`config.mk`:
```
export PLATFORM = sky130hd
export DESIGN_NAME = bch_correct
export DESIGN_NICKNAME = d
export VERILOG_FILES = /design/src/rtl/bch_correct.sv
export SDC_FILE = /design/constraint.sdc
export NUM_CORES = 1
export LEC_CHECK = 0
export ABC_AREA = 1
export CORE_MARGIN = 2
export CORE_UTILIZATION = 50
export CTS_CLUSTER_DIAMETER = 60
export DETAILED_ROUTE_END_ITERATION = 16
export PLACE_DENSITY = 0.73
export SYNTH_ARGS = -nofsm -noshare
export SYNTH_HDL_FRONTEND = slang
export SYNTH_SLANG_ARGS = --single-unit
export TNS_END_PERCENT = 30
```
`constraint.sdc`:
```
create_clock -name clk -period 8.8 [get_ports clk]
set_input_delay 2.2 -clock clk [delete_from_list [all_inputs] [get_ports clk]]
set_output_delay 2.2 -clock clk [all_outputs]
set_load 0.01 [all_outputs]
```
`src/rtl/bch_correct.sv`:
```
// Sequential 1/2-bit error locator and corrector for a systematic BCH/Hamming codeword.
// Columns are x^k mod pGenPoly, so they match a cyclic-remainder syndrome calculator.
module bch_correct #(
  parameter int unsigned            pDataWidth   = 16,
  parameter int unsigned            pParityWidth = 11,
  parameter int unsigned            pCodeWidth   = 27,
  parameter int unsigned            pMaxErrors   = 2,
  parameter logic [pParityWidth:0]  pGenPoly     = 12'h9BB
) (
  input  logic                    clk,
  input  logic                    rst_x,
  input  logic                    i_enable,
  input  logic                    i_valid,
  output logic                    o_in_ready,
  input  logic [pCodeWidth-1:0]   i_code,
  input  logic [pParityWidth-1:0] i_syndrome,
  output logic                    o_valid,
  input  logic                    i_out_ready,
  output logic [pDataWidth-1:0]   o_data,
  output logic [1:0]              o_err_cnt,
  output logic                    o_uncorrectable
);

  localparam int unsigned idx_w    = $clog2(pCodeWidth);
  localparam int unsigned num_cols = 1 << idx_w;

  typedef enum logic [1:0] {IDLE, SYN, SEARCH, DONE} state_t;

  state_t                  state;
  logic [pCodeWidth-1:0]   code_q;
  logic [pParityWidth-1:0] syn_q;
  logic [idx_w-1:0]        idx;

  // Parity-check column k = x^k mod g(x); bits k < parity width come out one-hot
  function automatic logic [pParityWidth-1:0] col_of(input int k);
    logic [pParityWidth-1:0] r;
    r = pParityWidth'(1);
    for (int n = 0; n < k; n++) begin
      if (r[pParityWidth-1]) r = (r << 1) ^ pGenPoly[pParityWidth-1:0];
      else                   r = r << 1;
    end
    return r;
  endfunction

  logic [pParityWidth-1:0] col [num_cols];

  for (genvar k = 0; k < num_cols; k++) begin : g_col
    if (k < pCodeWidth) begin : g_used
      assign col[k] = col_of(k);
    end else begin : g_pad
      assign col[k] = '0;
    end
  end

  logic [pParityWidth-1:0] col_i;
  logic [pParityWidth-1:0] residual;
  logic                    single_hit;
  logic                    double_hit;
  logic [idx_w-1:0]        double_k;
  logic [pCodeWidth-1:0]   flip_i;
  logic [pCodeWidth-1:0]   flip_k;

  // Single-hit test on the current index, plus lowest partner k > idx for a double hit
  always_comb begin
    col_i      = col[idx];
    residual   = syn_q ^ col_i;
    single_hit = (syn_q == col_i);
    double_hit = 1'b0;
    double_k   = '0;
    if (pMaxErrors == 2) begin
      for (int k = pCodeWidth - 1; k >= 0; k--) begin
        if ((idx_w'(k) > idx) && (col[k] == residual)) begin
          double_hit = 1'b1;
          double_k   = idx_w'(k);
        end
      end
    end
    flip_i = pCodeWidth'(1) << idx;
    flip_k = pCodeWidth'(1) << double_k;
  end

  always_ff @(posedge clk or negedge rst_x) begin
    if (!rst_x) begin
      state           <= IDLE;
      code_q          <= '0;
      syn_q           <= '0;
      idx             <= '0;
      o_in_ready      <= 1'b0;
      o_valid         <= 1'b0;
      o_data          <= '0;
      o_err_cnt       <= 2'd0;
      o_uncorrectable <= 1'b0;
    end else if (!i_enable) begin
      // Abort: drop any in-flight word, including one whose syndrome would read as zero
      state           <= IDLE;
      o_in_ready      <= 1'b1;
      o_valid         <= 1'b0;
      o_data          <= '0;
      o_err_cnt       <= 2'd0;
      o_uncorrectable <= 1'b0;
    end else begin
      case (state)
        IDLE: begin
          o_in_ready <= 1'b1;
          if (i_valid && o_in_ready) begin
            code_q     <= i_code;
            o_in_ready <= 1'b0;
            state      <= SYN;
          end
        end
        SYN: begin
          syn_q <= i_syndrome;
          idx   <= '0;
          if (i_syndrome == '0) begin
            o_valid         <= 1'b1;
            o_data          <= pDataWidth'(code_q >> pParityWidth);
            o_err_cnt       <= 2'd0;
            o_uncorrectable <= 1'b0;
            state           <= DONE;
          end else begin
            state <= SEARCH;
          end
        end
        SEARCH: begin
          if (single_hit) begin
            o_valid         <= 1'b1;
            o_data          <= pDataWidth'((code_q ^ flip_i) >> pParityWidth);
            o_err_cnt       <= 2'd1;
            o_uncorrectable <= 1'b0;
            state           <= DONE;
          end else if (double_hit) begin
            o_valid         <= 1'b1;
            o_data          <= pDataWidth'((code_q ^ flip_i ^ flip_k) >> pParityWidth);
            o_err_cnt       <= 2'd2;
            o_uncorrectable <= 1'b0;
            state           <= DONE;
          end else if (idx == idx_w'(pCodeWidth - 1)) begin
            o_valid         <= 1'b1;
            o_data          <= pDataWidth'(code_q >> pParityWidth);
            o_err_cnt       <= 2'd0;
            o_uncorrectable <= 1'b1;
            state           <= DONE;
          end else begin
            idx <= idx + idx_w'(1);
          end
        end
        DONE: begin
          if (i_out_ready) begin
            o_valid    <= 1'b0;
            o_in_ready <= 1'b1;
            state      <= IDLE;
          end
        end
        default: state <= IDLE;
      endcase
    end
  end

endmodule

```
== Word-level counts from Yosys, hierarchy flattened ==
Memories as Yosys holds them, arrays and structs flattened.
Index checks and enable logic that the tools add are counted.
Cells by class
  add/subtract/negate cells: 1
  magnitude comparators: 28
  equal/unequal tests: 42
  shift-type cells: 2
  muxes and demuxes: 96
  bitwise operators: 4
  reduce and logical (&&, ||, !) cells: 38
Operators with widths (count)
  $mux 5: 30
  $eq 11x11->1 const A: 8
  $mux 16: 5
  $eq 10x11->1 const A: 5
  $eq 9x11->1 const A: 5
  $gt 5x5->1 const A: 11
  $shl 1x5->27 const A: 2
  $xor 27x27->27: 2
  $mux 1: 41
  $gt 4x5->1 const A: 8
  $pmux 16 s2: 1
  $logic_and 1x1->1: 28
  $eq 8x11->1 const A: 2
  $mux 11: 2
  $mux 2: 11
  $gt 3x5->1 const A: 4
  $eq 1x11->1 const A: 1
  $eq 11x11->1: 1
  $eq 2x11->1 const A: 1
  $eq 3x11->1 const A: 1
  $eq 4x11->1 const A: 1
  $eq 5x11->1 const A: 1
  $eq 6x11->1 const A: 1
  $eq 7x11->1 const A: 1
  other kinds (26): 38
Storage, ports and cells
  bits in registers: 66
  memory bits (read-only): 352
  output and inout port bits: 21
  word-level logic and storage cells: 221
  memories kept: 1
Memory list
  (no name shown): words 32, bits a word 11, rd ports 1, clocked after Yosys merged registers in 0, write ports 0, RTL line 65  | col_i = col[idx];

== Logic depth before layout (Yosys ltp) ==
Gate-level depths: netlist of the first run.
  depth after elaboration: 40
  depth in mapped cells: 25

== Worst setup path after synthesis of the first run ==
Ideal clock, no wire load.
  path type: in2reg
  start point: input port i_syndrome[9]
  end point: register o_data[0]
  setup time: 65 ps
  data arrival time: 3343 ps
  required time: 8735 ps
  slack: 5392 ps
  cell stages on the path: 10
  buffers on the path: 1
  cells stage by stage: nor3_1 -> nand2_1 -> nor3_1 -> or2_2 -> o31ai_1 -> o21bai_4 -> nor2_4 -> buf_6 -> nand3_1 -> nand2_1
Between the ends
  longest elaborated chain between the ends: 3
Ends and longest elaborated chain
  start, declared: RTL line 16  | input logic [pParityWidth-1:0] i_syndrome,
  $logic_not 11->1: RTL line 114  | if (i_syndrome == '0) begin
  $ne 3x3->1 (no source line)
  $reduce_and 3->1 (no source line)
  end signal, assigned: RTL line 116  | o_data <= pDataWidth'(code_q >> pParityWidth);
  end signal, assigned: RTL line 127  | o_data <= pDataWidth'((code_q ^ flip_i) >> pParityWidth);
  end signal, assigned: RTL line 133  | o_data <= pDataWidth'((code_q ^ flip_i ^ flip_k) >> pParityWidth);
  end, declared: RTL line 19  | output logic [pDataWidth-1:0] o_data,
No other way between the ends.
A chain may end at the register's enable or synchronous reset.

== Worst setup path in the final report of the first run ==
  start point: register idx[0]
  end point: register o_data[0]
Between the ends
  longest elaborated chain between the ends: 40
  elaborated cells on any way between the ends: 152
  those cells by class: order compare (27); eq/ne (30); shift (2); mux (60); bitwise (4); reduce/logical (28); memory (1)
Ends and longest elaborated chain
  start, declared: RTL line 32  | logic [idx_w-1:0] idx;
  start signal, assigned: RTL line 144  | idx <= idx + idx_w'(1);
  $not 5->6 (not written as such): RTL line 65
  $mem_v2 32x11
  $mux 11 (not written as such) (2 in a row): RTL line 65
  $xor 11x11->11: RTL line 66  | residual = syn_q ^ col_i;
  $eq 9x11->1: RTL line 72  | if ((idx_w'(k) > idx) && (col[k] == residual)) begin
  $logic_and 1x1->1: RTL line 72
  $mux 5 (27 in a row): RTL line 72
  $shl 1x5->27: RTL line 79  | flip_k = pCodeWidth'(1) << double_k;
  $xor 27x27->27: RTL line 133
  $mux 16: RTL line 131  | end else if (double_hit) begin
  $mux 16: RTL line 125  | if (single_hit) begin
  $pmux 16 s2: RTL line 102  | case (state)
  $mux 16: RTL line 93  | end else if (!i_enable) begin
  end signal, assigned: RTL line 127
  end signal, assigned: RTL line 133
  end signal, assigned: RTL line 139  | o_data <= pDataWidth'(code_q >> pParityWidth);
Several ways; a longest one is shown, not always the timed one. The select of a mux whose other input is x is not followed.

==> results.txt, run 1 <==
----------------------------------------------------
[Drt]
  Routed wire length per instance ... 16.6 um
  Met3 wirelength from detailed routing ... about 1200 um
  Routed Antenna Nets ... 0
  Detailed-route DRC error count ... 0
  Routed wire length on met2 ... 7800 um
  Met1 wire length ... 7300 um
  Iter 0 DRT Violations ... 509
  Highest metal layer with signal wires ... met4
  Via count normalized by instance count ... 5.75
  Vias ... 5857
  DR pass1 iterations ... 5
  Detailed-route wire length ... ~17000 um

[Place]
  Port Buf Inserts ... between 50 and 60
  Gp weighted congestion ... about 0.99
  HPWL after detailed placement ... ~13000 um

[Logic synthesis]
  Combined area of all synthesized cells ... 5080 um^2
  Synthesized area per cell ... 5.99 um^2
  Share of the synthesized area in the top cell type ... about 27%
  Number of distinct library cell variants in the gate-level netlist after synthesis ... 34
  Area contributors post-synth ... sky130_fd_sc_hd__dfrtp_1, sky130_fd_sc_hd__nand2_1, sky130_fd_sc_hd__nand3_1
  Number of warnings reported in the yosys synthesis log ... 0
  Flops & latches, synth ... between 50 and 60
  Proportion of synthesized chip area in sequential cells ... roughly 27%
  Post-Synthesis Cells ... 849
  Net count of the mapped netlist ... 908
  Biggest area consumer among synthesized cells ... sky130_fd_sc_hd__dfrtp_1

[Final layout]
  Highest-count cells in the layout ignoring fill and taps ... sky130_fd_sc_hd__nand2_1, sky130_fd_sc_hd__nand3_1, sky130_fd_sc_hd__nor2_1
  Number of filler cells placed in the layout ... 996
  # nets final ... roughly 940
  Synthesis-to-layout area growth ... 13.1%
  Ratio of cells with drive above 1 in the final layout ... 3.28%
  Number of inserted diodes ... 0
  Most common cell after layout, fill and taps aside ... sky130_fd_sc_hd__nand2_1

[STA]
  Slew Limit Headroom ... 23.5%
  Worst-Margin Slew ... 1.15 ns
  Setup total negative slack ... 0 ns
  Skew final ... 0.0130 ns
  Achievable clock frequency ... between 200 and 250 MHz
  Final number of max-transition violations ... 0
  Fraction of the cycle the final worst path needs ... 56.1%
  Setup repair after global routing missed its margin ... false
  Clock period minus worst slack ... 4.93 ns
  Total setup violations reported at the end of the flow ... 0
  Total count of hold-check failures in the final report ... 0

[Critical path]
  Worst R2R Start ... idx[0]
  Kind of capture point of the worst setup path ... flip-flop
  Sort of element at the start of the critical path ... flip-flop
  Critical register-to-register path endpoint ... o_data[0]
  Reg-to-reg setup timing slack ... 3.87 ns
  Data required, critical path ... 9.02 ns
  Category of the most critical setup path ... flip-flop to flip-flop
  Endpoint arrival time on the critical path ... 5.16 ns
  Maximum fanout count along the critical path ... 23
  Number of cells traversed by the worst register-to-register path ... 20

[Power and ir drop]
  Leakage ... between 2 and 3 nW
  Cell area power density ... 262 nW/um^2
  Peak supply drop ... 0.175 mV
  Total power of the final layout ... around 0.0015 W

[Die]
  Horizontal die dimension ... roughly 100 um
  I/O pin count ... 64
  Die Ht ... 105 um
  Area of the core ... 9820 um^2
  Initial standard-cell utilization of the core ... 51.8%
  Total number of placement rows ... 36
  Die footprint ... 11000 um^2

[CTS]
  Clock transition time at the flip-flop clock pins of the worst setup and hold paths ... about 0.1 ns
  Clock root cell ... sky130_fd_sc_hd__clkbuf_8
  Clock tree buffer depth ... 2
  Post-CTS Resized ... 0
  Total clock buffers created by CTS ... 5
  Count of hold-fix buffers inserted at cts ... 0
  Clock latency reported for the late side of the worst-skew pair ... 0.33 ns
  CTS H-tree depth ... 2
  Clock tree sinks ... 55
  TritonCTS clock tree ... yes
  Post-CTS Setup Inserts ... 0

[Global routing]
  Pin count of the biggest net entering global routing ... 56
  First-pass GRT wire length ... 28400 um
  Total grt overflow ... 0
  Initial antenna violation count ... 0
  Number of global-route vias before repair ... approximately 5700
  Gr usage total ... 32.1%

[Hold path]
  Worst hold path stage count ... 2
  Startpoint of the tightest hold check path ... o_data[10]
  Endpoint of the worst hold path ... o_data[10]
  Class of the worst hold path ... flip-flop to flip-flop

[Outcome]
  Outcome ... complete, no violations

[Job]
  Max_cap viols ... 0

----------------------------------------------------
==> cells in the mapped netlist, drive strengths merged <==
library cell,instances
clkinv,2
o211ai,1
nand4,34
nor3b,1
a21oi,13
inv,78
xnor2,10
or2,3
nor3,7
xor2,18
o21ai,48
nand2,307
ha,16
o31ai,1
o21bai,2
buf,16
o21a,1
nand3,108
nand2b,2
a31oi,4
nand3b,3
dfrtp,55
nor2,108
clkbuf,11
==> registers in the layout, summed over array words and instances (netlist names) <==
| signal | count |
|---|---|
| code_q | 16 |
| idx | 5 |
| o_data | 16 |
| o_err_cnt | 2 |
| o_in_ready | 1 |
| o_uncorrectable | 1 |
| o_valid | 1 |
| state | 2 |
| syn_q | 11 |
==> cells by family (layout without fill, tap and decap cells) <==
group	Yosys count	in the layout	synth area share [%]
and+or+nand+nor	573	573	48.2
buffers and inverters	107	143	8.49
AOI/OAI and AO/OA	70	70	7.46
DFF	55	55	27.1
xor gates and xnor gates	28	28	4.82
adders and majority gates	16	16	3.94
==> worst max path at each step <==
stage	start	to	cells after the start
after floorplan	i_syndrome[9]	o_data[0]	10
after global placement	idx[0]	o_data[14]	20
after detailed placement	idx[0]	o_data[14]	18
after CTS	idx[0]	o_data[14]	18
after global routing	idx[0]	o_data[14]	20
final	idx[0]	o_data[0]	20
==> layer usage <==
layer | GRT usage (%) | vias to the layer above
met5 | 0 | -
li1 | - | 2806
met1 | 43.0 | 2726
met3 | 3.81 | 47
met2 | 52.6 | 278
met4 | 13.0 | 0
==> final cells by class <==
cell class / count / area (um^2) / share of cell area [%]
Tap cell: 133 / 166 / 2.89
Clock inverter: 2 / 17.5 / 0.305
Inverter: 80 / 300 / 5.22
Sequential cell: 55 / 1380 / 23.9
Clock buffer: 6 / 72.6 / 1.26
Multi-Input combinational cell: 687 / 3280 / 57.0
Timing Repair Buffer: 55 / 538 / 9.36
==> critical path: stages (launching register included) <==
cell and delay [ns]:
sky130_fd_sc_hd__dfrtp_1 0.60, sky130_fd_sc_hd__clkinv_1 0.49, sky130_fd_sc_hd__ha_1 0.43, sky130_fd_sc_hd__nand2_1 0.18
sky130_fd_sc_hd__nand3_1 0.22, sky130_fd_sc_hd__nand3_1 0.18, sky130_fd_sc_hd__nand2_1 0.06, sky130_fd_sc_hd__nand2_1 0.24
sky130_fd_sc_hd__nor2_1 0.13, sky130_fd_sc_hd__nand2_1 0.14, sky130_fd_sc_hd__nor2_1 0.08, sky130_fd_sc_hd__nand2_1 0.20
sky130_fd_sc_hd__nand2_1 0.08, sky130_fd_sc_hd__nor2_1 0.09, sky130_fd_sc_hd__nand2_1 0.09, sky130_fd_sc_hd__nor2_4 0.40
sky130_fd_sc_hd__nand4_2 0.27, sky130_fd_sc_hd__o21bai_4 0.55, sky130_fd_sc_hd__nor2_4 0.20, sky130_fd_sc_hd__nand3_1 0.14
sky130_fd_sc_hd__nand2_1 0.06
==> per-stage QoR <==
| step | instance area [um^2] | hold WS (ns) | utilization, % | std cells | setup WS [ns] |
|---|---|---|---|---|---|
| after global routing | 5750 | 0.527 | 58.5 | 1018 | 3.44 |
| after CTS | 5750 | 0.499 | 58.5 | 1018 | 4.02 |
| after detailed placement | 5660 | 0.472 | 57.6 | 1010 | 4.04 |
| after floorplan | 5080 | 0.496 | - | 849 | 5.39 |
| final | 5750 | 0.495 | 58.5 | 1018 | 3.87 |
| after global placement | 5660 | 0.465 | 57.6 | 1010 | 4.14 |
==> report_power, final <==
part / leakage, nW / switching, W / total (W) / internal (W)
Sequential: 0.698 / 0.0000831 / 0.000444 / 0.000361
Clock: 0.0454 / 0.0000901 / 0.000148 / 0.0000575
Combinational: 2.13 / 0.000588 / 0.000914 / 0.000326
Power figures use the tool's default switching activity.
==> run 2: changes to the inputs <==
==> constraint.sdc (replaced) <==
create_clock -name clk -period 5.1 [get_ports clk]
set_input_delay 1.275 -clock clk [delete_from_list [all_inputs] [get_ports clk]]
set_output_delay 1.275 -clock clk [all_outputs]
set_load 0.01 [all_outputs]
==> run 2 against run 1 <==
Net effect: first-iteration DRC count rose by 11%; hold slack barely moved; fmax rose by 20%; non-clock buffer count rose by 6; global-route usage fell by 0.54 points; clock skew rose by 0.0075 ns; highest routed layer unchanged; sequential power rose by 70%; register-to-register slack got worse by 2.9 ns; sequential share of layout area fell by 0.24 points.
==> results.txt, run 2 (synthesized netlist as in run 1, its figures left out) <==
----------------------------------------------------
[Place]
  Dpl cell area ... between 5000 and 6000 um^2
  Gp weighted congestion ... 1.00
  HPWL after detailed placement ... 13200 um
  Port Buf Inserts ... 52
  Placed Instances ... 1016
  Pre-CTS setup slack ... 1.16 ns

[Drt]
  Detailed-route DRC error count ... 0
  DR pass1 iterations ... 6
  Via count normalized by instance count ... approximately 5.7
  Routed Antenna Nets ... 0
  Iter 0 DRT Violations ... ~570
  Routed wire length per instance ... about 16 um
  Detailed-route wire length ... 16800 um
  Vias ... 5838

[Final layout]
  Largest registers ... code_q: 16 flops, o_data: 16 flops, syn_q: 11 flops
  Highest-count cells in the layout ignoring fill and taps ... sky130_fd_sc_hd__nand2_1, sky130_fd_sc_hd__nand3_1, sky130_fd_sc_hd__nor2_1
  Multi-input gate area ... 3280 um^2
  Number of inserted diodes ... 0
  Most common cell after layout, fill and taps aside ... sky130_fd_sc_hd__nand2_1
  Fin cells ... between 1000 and 1500
  # nets final ... 949
  Number of filler cells placed in the layout ... 986
  Ratio of cells with drive above 1 in the final layout ... 4.04%
  Non-Filler Cell Area, Final ... 5810 um^2
  Seq. cell area ... 1380 um^2
  Synthesis-to-layout area growth ... 14.2%

[Global routing]
  Global routing met2 resource utilization ... a little over half
  Gr usage total ... 31.6%
  Total grt overflow ... 0
  Met1 usage in global routing ... 40.9%
  Highest-utilization routing layer at the global route stage ... met2
  Number of global-route vias before repair ... approximately 5700
  Pin count of the biggest net entering global routing ... 56
  First-pass GRT wire length ... 27800 um
  Initial antenna violation count ... 0
  GRT met3 Usage ... 5.68%

[Job]
  Max_cap viols ... 0

[Power and ir drop]
  Leakage ... 2.91 nW
  Cell area power density ... 451 nW/um^2
  Total power of the final layout ... approximately 0.0026 W
  Peak supply drop ... 0.345 mV

[STA]
  Slew Limit Headroom ... 22.6%
  Achievable clock frequency ... 243 MHz
  Clock period minus worst slack ... 4.12 ns
  Final number of max-transition violations ... 0
  Min setup slack post-route ... 0.977 ns
  Fraction of the cycle the final worst path needs ... 80.8%
  Total count of hold-check failures in the final report ... 0
  Setup repair after global routing missed its margin ... false
  Total setup violations reported at the end of the flow ... 0
  Skew final ... 0.0205 ns
  Worst-Margin Slew ... approximately 1.2 ns
  Setup total negative slack ... 0 ns

[Die]
  Die Ht ... approximately 100 um
  Total number of placement rows ... 36
  I/O pin count ... 64
  Area of the core ... 9820 um^2
  Die footprint ... 11000 um^2
  Horizontal die dimension ... about 100 um
  Initial standard-cell utilization of the core ... 51.8%

[Critical path]
  Endpoint arrival time on the critical path ... 4.35 ns
  Critical path launch point ... idx[3]
  Slowest cell on the critical path ... sky130_fd_sc_hd__dfrtp_1
  CP peak stage delay ... 0.74 ns
  Sort of element at the start of the critical path ... flip-flop
  Capture point of the critical path ... o_data[5]
  Kind of capture point of the worst setup path ... flip-flop
  CP Cell Sequence ... inv_2, nor2_1, nand2_1, nand2_1, nand2_1, nand2_1, nand2_1, nor2_1, nand2_1, nor2_1, nand4_1, nand3_1, nor2_4, nand2_2, nand2_1, nand3_1, nand2_1, nand3_1, nand2_1
  Category of the most critical setup path ... flip-flop to flip-flop
  Number of cells traversed by the worst register-to-register path ... 19
  Worst R2R Start ... idx[3]
  Most frequent cell on the critical path ... sky130_fd_sc_hd__nand2_1
  Data required, critical path ... 5.33 ns
  Reg-to-reg setup timing slack ... 0.98 ns
  Buffering stage count on the worst path with inverters included ... 1
  Cell count along the critical path ... 19
  Critical register-to-register path endpoint ... o_data[5]
  Maximum fanout count along the critical path ... 18
  Family with the most delay on the worst path ... simple AND/OR/NAND/NOR gates

[CTS]
  CTS H-tree depth ... 2
  Clock root cell ... sky130_fd_sc_hd__clkbuf_8
  TritonCTS clock tree ... yes
  Clock transition time at the flip-flop clock pins of the worst setup and hold paths ... between 0.1 and 0.15 ns
  Count of hold-fix buffers inserted at cts ... 0
  Post-CTS Resized ... 0
  Total clock buffers created by CTS ... 5
  Post-CTS Setup Inserts ... 0
  Clock tree buffer depth ... 2
  Clock latency reported for the late side of the worst-skew pair ... around 0.35 ns
  Clock tree sinks ... 55

[Outcome]
  Outcome ... complete, no violations

[Hold path]
  Startpoint of the tightest hold check path ... o_data[6]
  Class of the worst hold path ... flip-flop to flip-flop
  Worst hold path stage count ... 2

----------------------------------------------------
## run 2: power by group
part	internal (W)	total (W)	switching (W)
registers	0.000622	0.000755	0.000133
logic	0.000573	0.00159	0.00102
clock network	0.000104	0.000273	0.000169
## run 2: worst reg2reg max path, cell delays in order (launching register included)
cell and delay [ns]:
sky130_fd_sc_hd__dfrtp_1 0.74, sky130_fd_sc_hd__inv_2 0.30, sky130_fd_sc_hd__nor2_1 0.33, sky130_fd_sc_hd__nand2_1 0.09, sky130_fd_sc_hd__nand2_1 0.10, sky130_fd_sc_hd__nand2_1 0.08
sky130_fd_sc_hd__nand2_1 0.07, sky130_fd_sc_hd__nand2_1 0.20, sky130_fd_sc_hd__nor2_1 0.32, sky130_fd_sc_hd__nand2_1 0.15, sky130_fd_sc_hd__nor2_1 0.17, sky130_fd_sc_hd__nand4_1 0.30
sky130_fd_sc_hd__nand3_1 0.25, sky130_fd_sc_hd__nor2_4 0.11, sky130_fd_sc_hd__nand2_2 0.30, sky130_fd_sc_hd__nand2_1 0.16, sky130_fd_sc_hd__nand3_1 0.12, sky130_fd_sc_hd__nand2_1 0.06
sky130_fd_sc_hd__nand3_1 0.12, sky130_fd_sc_hd__nand2_1 0.06
## run 2: layer usage
metal,up-vias,part of all wire [%]
met1,2694,42
met3,41,7.7
met2,288,47
met4,0,3.1
met5,-,0
li1,2815,-
## run 2: cell type report
type / count / share of cell area, %
inverter: 80 / 5.17
tap: 133 / 2.87
multi-input combinational: 687 / 56.5
clock buffer: 5 / 1.19
sequential: 55 / 23.7
clock inverter: 3 / 0.582
timing repair buffer: 61 / 10.0
## run 2: worst min-delay path by stage
stage,endpoint,slack [ns]
finish,o_data[6],0.49
global route,o_data[6],0.52
CTS,o_data[6],0.50
detailed placement,o_data[6],0.47
global placement,o_data[9],0.47
floorplan,syn_q[6],0.50
## run 2: per-stage QoR
step                      utilization [%]  hold WS [ns]
after floorplan                         -         0.496
after detailed placement             58.1         0.473
after global placement               58.1         0.465
final                                59.1         0.495
after CTS                            59.1         0.499
after global routing                 59.1         0.520
==> run 3: changes to the inputs <==
--- a/config.mk
+++ b/config.mk
@@ -10,7 +10,7 @@
 export CORE_UTILIZATION = 50
 export CTS_CLUSTER_DIAMETER = 60
 export DETAILED_ROUTE_END_ITERATION = 16
-export PLACE_DENSITY = 0.73
+export PLACE_DENSITY = 0.76
 export SYNTH_ARGS = -nofsm -noshare
 export SYNTH_HDL_FRONTEND = slang
 export SYNTH_SLANG_ARGS = --single-unit
==> constraint.sdc (replaced) <==
create_clock -name clk -period 3.6 [get_ports clk]
set_input_delay 0.9 -clock clk [delete_from_list [all_inputs] [get_ports clk]]
set_output_delay 0.9 -clock clk [all_outputs]
set_load 0.01 [all_outputs]
==> run 3 against run 2 <==
Net effect: largest cell class unchanged; register-to-register slack worse by 0.78 ns; routed wire length grew 9.5%; first-iteration DRC count fell by 0.35%; worst setup slack got worse by 0.78 ns.
==> results.txt, run 3 (synthesized netlist as in run 1, its figures left out) <==
----------------------------------------------------
[Outcome]
  Outcome ... complete, no violations

[Drt]
  Detailed-route DRC error count ... 0
  Routed Antenna Nets ... 0
  Vias ... 6179
  DR pass1 iterations ... 7
  Routed wire length per instance ... 16.9 um
  Detailed-route wire length ... 18400 um
  Via count normalized by instance count ... 5.65
  Iter 0 DRT Violations ... between 500 and 600

[Critical path]
  Maximum fanout count along the critical path ... 16
  Number of cells traversed by the worst register-to-register path ... 20
  Endpoint arrival time on the critical path ... 3.63 ns
  Critical register-to-register path endpoint ... o_data[5]
  Data required, critical path ... 3.83 ns
  Kind of capture point of the worst setup path ... flip-flop
  Sort of element at the start of the critical path ... flip-flop
  Reg-to-reg setup timing slack ... 0.19 ns
  Category of the most critical setup path ... flip-flop to flip-flop
  Worst R2R Start ... idx[2]

[STA]
  Fraction of the cycle the final worst path needs ... 94.6%
  Final hold slack ... roughly 0.49 ns
  Worst-Margin Slew ... 0.786 ns
  Total setup violations reported at the end of the flow ... 0
  Clock period minus worst slack ... 3.41 ns
  Setup total negative slack ... 0 ns
  Skew final ... 0.00853 ns
  Slew Limit Headroom ... ~48%
  Final number of max-transition violations ... 0
  Achievable clock frequency ... 294 MHz
  Total count of hold-check failures in the final report ... 0

[Power and ir drop]
  Cell area power density ... 637 nW/um^2
  Switching part of the total ... 47.4%
  Clock share of power ... 12.6%
  Peak supply drop ... 0.462 mV
  Total power of the final layout ... 0.00414 W
  Power spent charging and discharging nets ... 0.00196 W
  Internal ... about 0.0022 W
  Fraction of power consumed by sequential logic ... 25.9%
  Logic pwr share ... 61.6%
  Leakage ... 3.27 nW

[CTS]
  TritonCTS clock tree ... yes
  Clock root cell ... sky130_fd_sc_hd__clkbuf_8
  Clock tree sinks ... 55
  Clock tree buffer depth ... 2
  Count of hold-fix buffers inserted at cts ... 0
  Total clock buffers created by CTS ... 5
  CTS H-tree depth ... 2
  Clock latency reported for the late side of the worst-skew pair ... 0.33 ns
  Clock transition time at the flip-flop clock pins of the worst setup and hold paths ... around 0.11 ns

[Global routing]
  Pin count of the biggest net entering global routing ... 34
  Gr usage total ... 33.8%
  Total grt overflow ... 0
  Initial antenna violation count ... 0
  Number of global-route vias before repair ... a little under 6000
  First-pass GRT wire length ... 29700 um

[Hold path]
  Class of the worst hold path ... flip-flop to flip-flop
  Endpoint of the worst hold path ... o_data[8]
  Worst hold path stage count ... 2
  Startpoint of the tightest hold check path ... o_data[8]

[Die]
  Area of the core ... 9820 um^2
  Total number of placement rows ... 36
  I/O pin count ... 64
  Die Ht ... 105 um
  Horizontal die dimension ... 105 um
  Die footprint ... 11000 um^2
  Initial standard-cell utilization of the core ... between 50% and 60%

[Final layout]
  Ratio of cells with drive above 1 in the final layout ... a little over an eighth
  Multi-input gate area ... 3360 um^2
  Seq. cell area ... 1380 um^2
  Most common cell after layout, fill and taps aside ... sky130_fd_sc_hd__nand2_1
  Number of inserted diodes ... 0
  Number of filler cells placed in the layout ... between 900 and 1000
  # nets final ... approximately 1000
  Highest-count cells in the layout ignoring fill and taps ... sky130_fd_sc_hd__nand2_1, sky130_fd_sc_hd__nand3_1, sky130_fd_sc_hd__nor2_1
  Largest registers ... code_q: 16 flops, o_data: 16 flops, syn_q: 11 flops
  Synthesis-to-layout area growth ... 28.0%

[Place]
  HPWL after detailed placement ... 14800 um
  Gp weighted congestion ... 1.02
  Port Buf Inserts ... 52

[Job]
  Max_cap viols ... 0

----------------------------------------------------
[run 3: power groups by stage]
stage	logic [W]	clock network, W	registers [W]
2_1_floorplan	0.00148	0	0.00109
5_1_grt	0.00284	0.000546	0.00110
3_3_place_gp	0.00235	0	0.00106
4_1_cts	0.00246	0.000526	0.00106
6_report	0.00255	0.000521	0.00107
3_5_place_dp	0.00244	0	0.00108
[run 3: worst max-delay path by stage]
| stage | depth (start not counted) | slack (ns) | end | startpoint |
|---|---|---|---|---|
| 6_report | 20 | 0.19 | o_data[5] | idx[2] |
| 2_1_floorplan | 21 | 0.56 | o_data[1] | idx[0] |
| 4_1_cts | 21 | 0.10 | o_data[2] | idx[0] |
| 3_5_place_dp | 21 | 0.14 | o_data[2] | idx[0] |
| 5_1_grt | 22 | -0.02 | o_data[11] | idx[0] |
| 3_3_place_gp | 21 | 0.23 | o_data[12] | idx[1] |
[run 3: worst max-delay path, cell delays in order (launching register included)]
cell	delay (ns)
sky130_fd_sc_hd__dfrtp_1	0.44
sky130_fd_sc_hd__buf_4	0.22
sky130_fd_sc_hd__nor2_1	0.32
sky130_fd_sc_hd__nand2_1	0.16
sky130_fd_sc_hd__nand3_1	0.19
sky130_fd_sc_hd__nand2_1	0.09
sky130_fd_sc_hd__nand2_1	0.06
sky130_fd_sc_hd__nand2_1	0.13
sky130_fd_sc_hd__nand2_1	0.15
sky130_fd_sc_hd__nor2_1	0.10
sky130_fd_sc_hd__nand3_1	0.16
sky130_fd_sc_hd__nand2_1	0.08
sky130_fd_sc_hd__nor2_2	0.12
sky130_fd_sc_hd__nand2_1	0.10
sky130_fd_sc_hd__nor2_4	0.20
sky130_fd_sc_hd__nand4_4	0.17
sky130_fd_sc_hd__o21bai_4	0.23
sky130_fd_sc_hd__nor2_4	0.06
sky130_fd_sc_hd__buf_12	0.15
sky130_fd_sc_hd__nand3_1	0.08
sky130_fd_sc_hd__nand2_1	0.06
[run 3: metrics by stage]
stage                     instances  area (um^2)  setup slack [ns]  util, %
after global placement         1081         6230             0.227     63.4
after CTS                      1089         6370             0.103     64.9
after detailed placement       1081         6230             0.136     63.4
after floorplan                 849         5080             0.560        -
final                          1093         6500             0.194     66.2
after global routing           1093         6500           -0.0163     66.2
[run 3: repair_timing]
action | in CTS | in global routing
gates resized for setup | 0 | 29
setup endpoints to repair | 0 | 27
buffers inserted | 0 | 4
[run 3: area by class of cell]
class,count,area share [%]
clock buffer,5,1.06
clock inverter,3,1.10
inverter,80,4.73
multi-input combinational,687,51.6
sequential,55,21.2
tap,133,2.56
timing repair buffer,130,17.8
[run 3: per-layer routing]
layer / vias to the layer above / share of wire [%] / global-route usage, %
met5: - / 0 / 0
met4: 0 / 2.8 / 11.4
met1: 2891 / 43 / 45.1
li1: 2958 / - / -
met3: 55 / 6.9 / 4.55
met2: 275 / 47 / 56.4
